[config.mk]
export PLATFORM = sky130hd
export DESIGN_NAME = alu_seq
export DESIGN_NICKNAME = d
export VERILOG_FILES = /design/src/rtl/alu_seq.sv
export SDC_FILE = /design/constraint.sdc
export NUM_CORES = 1
export LEC_CHECK = 0
export ABC_AREA = 1
export BUFFER_PORTS_ARGS = -buffer_cell sky130_fd_sc_hd__buf_2
export CORE_ASPECT_RATIO = 0.7
export CORE_MARGIN = 5
export CORE_UTILIZATION = 45
export DETAILED_ROUTE_END_ITERATION = 8
export GPL_TIMING_DRIVEN = 0
export PLACE_DENSITY = 0.72
export SETUP_SLACK_MARGIN = 0.02
export SYNTH_ARGS = -nofsm -noshare
export SYNTH_HDL_FRONTEND = slang
export SYNTH_SLANG_ARGS = --single-unit
export TNS_END_PERCENT = 20
[constraint.sdc]
create_clock -name clk -period 5.01 [get_ports clk]
set_input_delay 0.501 -clock clk [delete_from_list [all_inputs] [get_ports clk]]
set_output_delay 0.501 -clock clk [all_outputs]
set_load 0.01 [all_outputs]
[src/rtl/alu_seq.sv]
// Registered, width-parametrised CPU ALU with a start/busy/done handshake.
// Single-cycle ops finish in one clock; multi-bit shifts and shift-add multiply iterate in RUN.
module alu_seq #(
    parameter int WIDTH = 8,
    localparam int SHW = $clog2(WIDTH)
) (
    input  logic             clk,
    input  logic             rst,
    input  logic             start_in,
    input  logic [WIDTH-1:0] a_in,
    input  logic [WIDTH-1:0] b_in,
    input  logic [3:0]       alu_op_in,
    input  logic [3:0]       status_in,
    output logic [WIDTH-1:0] result_out,
    output logic [3:0]       status_out,
    output logic             busy_out,
    output logic             done_out
);

    localparam int CW = SHW + 1;
    localparam logic [CW-1:0] MUL_CNT = CW'(WIDTH);
    localparam logic [CW-1:0] CNT_ONE = CW'(1);
    localparam logic [CW-1:0] CNT_ZERO = CW'(0);

    localparam logic [3:0] OP_SLR = 4'h0;
    localparam logic [3:0] OP_SLL = 4'h1;
    localparam logic [3:0] OP_SRN = 4'h2;
    localparam logic [3:0] OP_SLN = 4'h3;
    localparam logic [3:0] OP_INC = 4'h4;
    localparam logic [3:0] OP_DEC = 4'h5;
    localparam logic [3:0] OP_ADD = 4'h6;
    localparam logic [3:0] OP_ADC = 4'h7;
    localparam logic [3:0] OP_NOT = 4'h8;
    localparam logic [3:0] OP_AND = 4'h9;
    localparam logic [3:0] OP_OR  = 4'hA;
    localparam logic [3:0] OP_MOV = 4'hB;
    localparam logic [3:0] OP_XOR = 4'hC;
    localparam logic [3:0] OP_MUL = 4'hD;

    typedef enum logic [1:0] {IDLE = 2'd0, RUN = 2'd1, FIN = 2'd2} state_t;

    state_t           r_state;
    logic [3:0]       r_op;
    logic [WIDTH-1:0] r_a;
    logic [WIDTH-1:0] r_acc;
    logic [WIDTH-1:0] r_mq;
    logic [3:0]       r_st;
    logic [CW-1:0]    r_cnt;
    logic [WIDTH-1:0] r_result;
    logic [3:0]       r_status;
    logic             r_busy;
    logic             r_done;

    logic [WIDTH:0]   w_sum;
    logic [WIDTH-1:0] w_res;
    logic [3:0]       w_st;
    logic [3:0]       w_st_out;
    logic             w_zn;
    logic             w_multi;

    logic [WIDTH:0]   w_mul_sum;
    logic [WIDTH-1:0] w_shift;
    logic             w_shift_c;
    logic [WIDTH-1:0] w_fin_res;
    logic             w_fin_c;
    logic             w_last;
    logic [3:0]       w_fin_st;

    // Single-cycle datapath: result and flags straight from the live operands.
    always_comb begin
        w_sum   = {(WIDTH+1){1'b0}};
        w_res   = a_in;
        w_st    = status_in;
        w_zn    = 1'b1;
        w_multi = 1'b0;
        case (alu_op_in)
            OP_SLR: begin
                w_res   = {1'b0, a_in[WIDTH-1:1]};
                w_st[0] = a_in[0];
            end
            OP_SLL: begin
                w_res   = {a_in[WIDTH-2:0], 1'b0};
                w_st[0] = a_in[WIDTH-1];
            end
            OP_INC: begin
                w_sum   = {1'b0, a_in} + {{WIDTH{1'b0}}, 1'b1};
                w_res   = w_sum[WIDTH-1:0];
                w_st[0] = w_sum[WIDTH];
                w_st[3] = ~a_in[WIDTH-1] & w_sum[WIDTH-1];
            end
            OP_DEC: begin
                // Borrow out of the WIDTH+1 subtraction lands in the MSB.
                w_sum   = {1'b0, a_in} - {{WIDTH{1'b0}}, 1'b1};
                w_res   = w_sum[WIDTH-1:0];
                w_st[0] = w_sum[WIDTH];
                w_st[3] = a_in[WIDTH-1] & ~w_sum[WIDTH-1];
            end
            OP_ADD, OP_ADC: begin
                w_sum   = {1'b0, a_in} + {1'b0, b_in}
                        + {{WIDTH{1'b0}}, (alu_op_in == OP_ADC) & status_in[0]};
                w_res   = w_sum[WIDTH-1:0];
                w_st[0] = w_sum[WIDTH];
                w_st[3] = (a_in[WIDTH-1] ~^ b_in[WIDTH-1]) & (w_sum[WIDTH-1] ^ a_in[WIDTH-1]);
            end
            OP_NOT: w_res = ~a_in;
            OP_AND: w_res = a_in & b_in;
            OP_OR:  w_res = a_in | b_in;
            OP_MOV: w_res = b_in;
            OP_XOR: w_res = a_in ^ b_in;
            OP_SRN, OP_SLN, OP_MUL: w_multi = 1'b1;
            default: w_zn = 1'b0;
        endcase
    end

    assign w_st_out = w_zn ? {w_st[3], w_res[WIDTH-1], (w_res == {WIDTH{1'b0}}), w_st[0]} : w_st;

    // Per-iteration datapath for the multi-cycle ops and their final result/flags.
    always_comb begin
        w_mul_sum = {1'b0, r_acc} + (r_mq[0] ? {1'b0, r_a} : {(WIDTH+1){1'b0}});
        case (r_op)
            OP_SRN: begin
                w_shift   = {1'b0, r_acc[WIDTH-1:1]};
                w_shift_c = r_acc[0];
            end
            default: begin
                w_shift   = {r_acc[WIDTH-2:0], 1'b0};
                w_shift_c = r_acc[WIDTH-1];
            end
        endcase
        if (r_op == OP_MUL) begin
            w_last    = (r_cnt == CNT_ONE);
            w_fin_res = {w_mul_sum[0], r_mq[WIDTH-1:1]};
            w_fin_c   = |w_mul_sum[WIDTH:1];
        end else if (r_cnt == CNT_ZERO) begin
            // Zero-length shift still spends one RUN cycle and keeps C.
            w_last    = 1'b1;
            w_fin_res = r_acc;
            w_fin_c   = r_st[0];
        end else begin
            w_last    = (r_cnt == CNT_ONE);
            w_fin_res = w_shift;
            w_fin_c   = w_shift_c;
        end
    end

    assign w_fin_st = {r_st[3], w_fin_res[WIDTH-1], (w_fin_res == {WIDTH{1'b0}}), w_fin_c};

    // Control FSM with all result/status/handshake outputs registered.
    always_ff @(posedge clk or posedge rst) begin
        if (rst) begin
            r_state  <= IDLE;
            r_op     <= 4'h0;
            r_a      <= {WIDTH{1'b0}};
            r_acc    <= {WIDTH{1'b0}};
            r_mq     <= {WIDTH{1'b0}};
            r_st     <= 4'h0;
            r_cnt    <= CNT_ZERO;
            r_result <= {WIDTH{1'b0}};
            r_status <= 4'h0;
            r_busy   <= 1'b0;
            r_done   <= 1'b0;
        end else begin
            r_done <= 1'b0;
            case (r_state)
                IDLE: begin
                    if (start_in && w_multi) begin
                        r_op    <= alu_op_in;
                        r_a     <= a_in;
                        r_st    <= status_in;
                        r_busy  <= 1'b1;
                        r_state <= RUN;
                        if (alu_op_in == OP_MUL) begin
                            r_acc <= {WIDTH{1'b0}};
                            r_mq  <= b_in;
                            r_cnt <= MUL_CNT;
                        end else begin
                            r_acc <= a_in;
                            r_mq  <= {WIDTH{1'b0}};
                            r_cnt <= {1'b0, b_in[SHW-1:0]};
                        end
                    end else if (start_in) begin
                        r_result <= w_res;
                        r_status <= w_st_out;
                        r_done   <= 1'b1;
                    end
                end
                RUN: begin
                    if (r_op == OP_MUL) begin
                        r_acc <= w_mul_sum[WIDTH:1];
                        r_mq  <= {w_mul_sum[0], r_mq[WIDTH-1:1]};
                    end else begin
                        r_acc <= w_shift;
                    end
                    r_cnt <= r_cnt - CNT_ONE;
                    if (w_last) begin
                        r_result <= w_fin_res;
                        r_status <= w_fin_st;
                        r_done   <= 1'b1;
                        r_busy   <= 1'b0;
                        r_state  <= FIN;
                    end
                end
                FIN: r_state <= IDLE;
                default: begin
                    r_busy  <= 1'b0;
                    r_state <= IDLE;
                end
            endcase
        end
    end

    assign result_out = r_result;
    assign status_out = r_status;
    assign busy_out   = r_busy;
    assign done_out   = r_done;

endmodule
# Word level (Yosys, flattened, before mapping)
# Cells that the tools add are included.
# word_totals
word_cells	114
register_bits	52
output_inout_bits	14
# op_classes
n_reduce_logical	17
bitwise_logic	13
mux	44
n_eq_ne	23
add_sub_neg	6
# op_table
operator	count
$mux 8	13
$pmux 8 s10	1
$pmux 8 s2	3
$eq 4x4->1 const B	7
$mux 4	5
$add 8x8->9	2
$eq 4x3->1 const B	4
$logic_not 8->1	2
$pmux 4 s2	2
$reduce_or 14->1	1
$eq 4x2->1 const B	3
$mux 1	12
$ne 2x2->1 const B	5
$add 8x1->9 const B	1
$add 9x1->9	1
$sub 8x1->9 const B	1
$and 8x8->8	1
$eq 4x1->1 const B	2
$logic_not 4->1	2
$not 8->8	1
$or 8x8->8	1
$reduce_or 8->1	1
$xor 8x8->8	1
$pmux 1 s3	2
other kinds (20)	29

# Longest topological paths before layout
# depth
word_depth	9
depth_mapped	20

# Worst setup path after synthesis
# No wires, ideal clock.
# synth_path
path_kind	in2reg
from	input port alu_op_in[1]
to	register r_status[1] (netlist: status_out[1])
setup_ns	0.077
path_stages	19
arrival_ns	2.714
slack_ns	2.218
required_ns	4.933
n_path_buf	1
cell_sequence	buf_6 -> nand3_1 -> inv_1 -> nand3_1 -> fa_1 -> fa_1 -> inv_1 -> nand2_1 -> nand2_1 -> o21ai_0 -> nor2_1 -> nand4_1 -> nor2_1 -> nand2_1 -> nor2_1 -> nand3_1 -> nand2_1 -> nand2_1 -> a21oi_1
# synth_between
elab_chain_len	9
word_cells_on_any_way	30
classes_between	1 x add/sub; 14 x eq/ne; 7 x mux; 1 x bitwise; 7 x reduce/logical
# synth_lines
element	line_no	source
start, declared	12	input logic [3:0] alu_op_in,
$eq 4x3->1	n/a	
$and 1x1->1	100	+ {{WIDTH{1'b0}}, (alu_op_in == OP_ADC) & status_in[0]};
$add 9x1->9	100	
$pmux 8 s10	76	case (alu_op_in)
$logic_not 8->1	115	assign w_st_out = w_zn ? {w_st[3], w_res[WIDTH-1], (w_res == {WIDTH{1'b0}}), w_st[0]} : w_st;
$mux 3	115	
$mux 4	181	end else if (start_in) begin
$mux 4	166	if (start_in && w_multi) begin
$pmux 4 s2	164	case (r_state)
end signal, assigned	183	r_status <= w_st_out;
end signal, assigned	197	r_status <= w_fin_st;
end, declared	50	logic [3:0] r_status;
# Parallel ways exist; a longest one is shown, timed or not. The select of a mux whose other input is x is not followed.
# A chain may end at the register's enable or synchronous reset.

# Worst setup path after layout
# layout_path
from	input port alu_op_in[3]
to	register r_status[1] (netlist: status_out[1])
# The elaborated chain is that of the path after synthesis.

==> flow_summary.toml <==
[run_status]
status = "finished clean"

[worst_setup_path]
path_cells = "buf_2 -> inv_2 -> nand3_1 -> inv_1 -> nand3_1 -> fa_1 -> fa_1 -> inv_1 -> nand3_1 -> nand2_1 -> a21oi_1 -> o21ai_0 -> nand3_1 -> nand2_1 -> nand2_1 -> nor2_1 -> nand3_1 -> nand2_1 -> nand2_1 -> a21oi_1"
start_kind = "input pin"
worst_path_max_delay_cell = "fa_1"
cpPeakStageDelay_ns = 0.43
timing_worst_setup_path_type = "in2reg"
cp.arrival_ns = 3.71
required_ns = 5.23
setup.worst_path.end_class = "flop"
r2r_setup_slack_ns = 1.94
critPathMaxFanout = 7

[global_route]
antenna_found_initial = 0
grt_pass1_wl_um = 27000
grt_max_degree = 35
grt_overflow = 0
grt_usage_pct = 27.4
grt_pass1_vias = 4853

[drt]
num_vias = 5377
ant_nets = 0
first_pass_iters = 6
wl_per_cell_um = 19.1
routed_via_density = 5.92
route.detailed.drc = 0
dr.first_iter.drc_count = 556
wl_um = 17300

[sta]
hold_violations = 0
min_period_ns = 3.49
slew_headroom_pct = 58.5
rsz0062_at_grt = "false"
fmax_ghz = 0.287
drv_slew = 0
clock-skew-final_ns = 0.00594
tightestPinTransition_ns = 0.620
period_share_pct = 69.6
setup_violations = 0
tns_ns = 0

[cts]
ctsRootBufferMaster = "clkbuf_16"
cts-hold-fix-buffers = 0
post-cts-setup-buffer-count = 0
ctsResizeCount = 0
clk_pin_slew_worst_paths_ns = 0.07
cts_buffers = 5
htreeDepth = 2
cts_tree = "done"
insertion_delay_ns = 0.30
clock-sinks = 50
clk_path_buf_depth = 2

[min_path]
min_path_type = "in2async"

[final_layout]
fin_area_mm2 = 0.00521
nFillCells = 1060
nets = 836
drive_gt1_share_pct = 10.0
multi_input_area_mm2 = 0.00293
synthToLayoutAreaGrowth_pct = 11.2
seqCellArea_mm2 = 0.00125
antenna_cells = 0

[yosys]
ys_types = 40
synth_top_cell_area_share_pct = 26.7
async_flop_share_pct = 100
synth-seq-cells = 50
yosysTopAreaCell = "dfrtp_1"
synth_warnings = 0
syn_area_per_cell_um2 = 6.43
syn_inst = 729
synth-seq-area-share_pct = 26.7
synth-edff-count = 0
yosys-top-cells-area = "dfrtp_1 (27%), nand2_1 (15%), ha_1 (8.0%)"
synthesis.nets = 789
yosys_most_used_dff = "dfrtp_1"
synth_commonest_cells = "nand2_1 (185), inv_1 (96), nor2_1 (83), nand3_1 (62), o21ai_0 (61)"
synth_most_common_cell = "nand2_1"
synth_area_mm2 = 0.00469

[floorplan]
fp.dieArea_mm2 = 0.0126
initial_utilization_pct = 45.6
die_w_um = 132
rows = 31
core-area_mm2 = 0.0103
top_level_ports = 41
die_y_um = 95.4

[placed_design]
dpl.hpwl_um = 13900
io_buffer_count = 39
gp_congestion = 1.01
post_dp_cell_area_mm2 = 0.00507

[job]
maxCapViolations = 0

[power_and_ir_drop]
pwr_density_cell_mw_per_mm2 = 447
p_leak_nw = 2.72
ir_worst_vdd_uv = 348
[report_power, final]
part	internal (W)	total (W)	leakage, nW	switching [W]
Clock	0.000186	0.000341	0.0708	0.000155
Combinational	0.000421	0.00126	2.04	0.000835
Sequential	0.000597	0.000732	0.615	0.000135
[layer usage]
metal	vias to the layer above	track usage, %	share of wire [%]
met3	28	6.86	13
met5	-	0	0
met1	2515	43.2	48
li1	2490	-	-
met4	0	4.62	1.4
met2	344	37.4	38
[stage by stage]
step                instances  hold slack, ns  utilization [%]  worst slack, ns  power [W]
floorplan                 729           0.437                -             2.22    0.00154
global placement          900           0.455             49.1             1.30    0.00191
detailed placement        901           0.468             49.3             1.29    0.00194
CTS                       909           0.202             50.7             1.58    0.00229
global route              909           0.220             50.7             1.23    0.00251
finish                    909           0.188             50.7             1.52    0.00233
[cell usage in the layout, fill, tap and decap left out, types with 12 or more instances in the layout]
cell,instances
a21oi_1,32
ha_1,30
nor2_1,83
o211ai_1,12
nand3_1,62
nand2_1,185
o21ai_0,61
inv_1,95
buf_2,51
dfrtp_1,50
[kinds of logic (layout without fill, tap and decap cells)]
kind of cell	Yosys count	after routing	synth area share (%)
multiplexers	1	1	0.240
AO/OA/AOI/OAI	147	147	18.7
flip-flops	50	50	26.7
AND/OR/NAND/NOR	361	361	32.5
XOR/XNOR	10	10	1.87
adder cells (fa/ha/maj)	33	33	9.29
buffers and inverters	127	175	10.7
[flip-flops by register name (all words and copies together) (netlist names)]
signal and cells:
status_out 4, r_state 2, r_acc 8, result_out 8
busy_out 1, r_cnt 4, r_a 8, r_mq 8
r_st 2, done_out 1, r_op 4
[worst paths after layout]
path	startpoint	to	cells after the start
hold reg to reg	busy_out	busy_out	2
setup reg to reg	r_mq[0]	status_out[0]	15
min in group clk	status_in[3]	r_st[3]	3
max in group asynchronous	rst	r_acc[4]	3
hold / removal	rst	busy_out	2
setup / recovery	alu_op_in[3]	status_out[1]	20
[final cells by class]
type / instances / area share [%]
multi-input combinational: 552 / 56.3
clock inverter: 2 / 0.264
inverter: 103 / 7.42
sequential: 50 / 24.0
tap: 132 / 3.17
clock buffer: 6 / 2.47
timing repair buffer: 40 / 4.13
buffer: 24 / 2.23
[critical path, delay by kind of cell]
kind | cells | cell delay (ns)
buffers and inverters | 4 | 0.74
and+or+nand+nor | 11 | 1.32
AOI/OAI and AO/OA | 3 | 0.32
adders and majority gates | 2 | 0.83
Note: power is estimated with default switching activity, not from simulation.
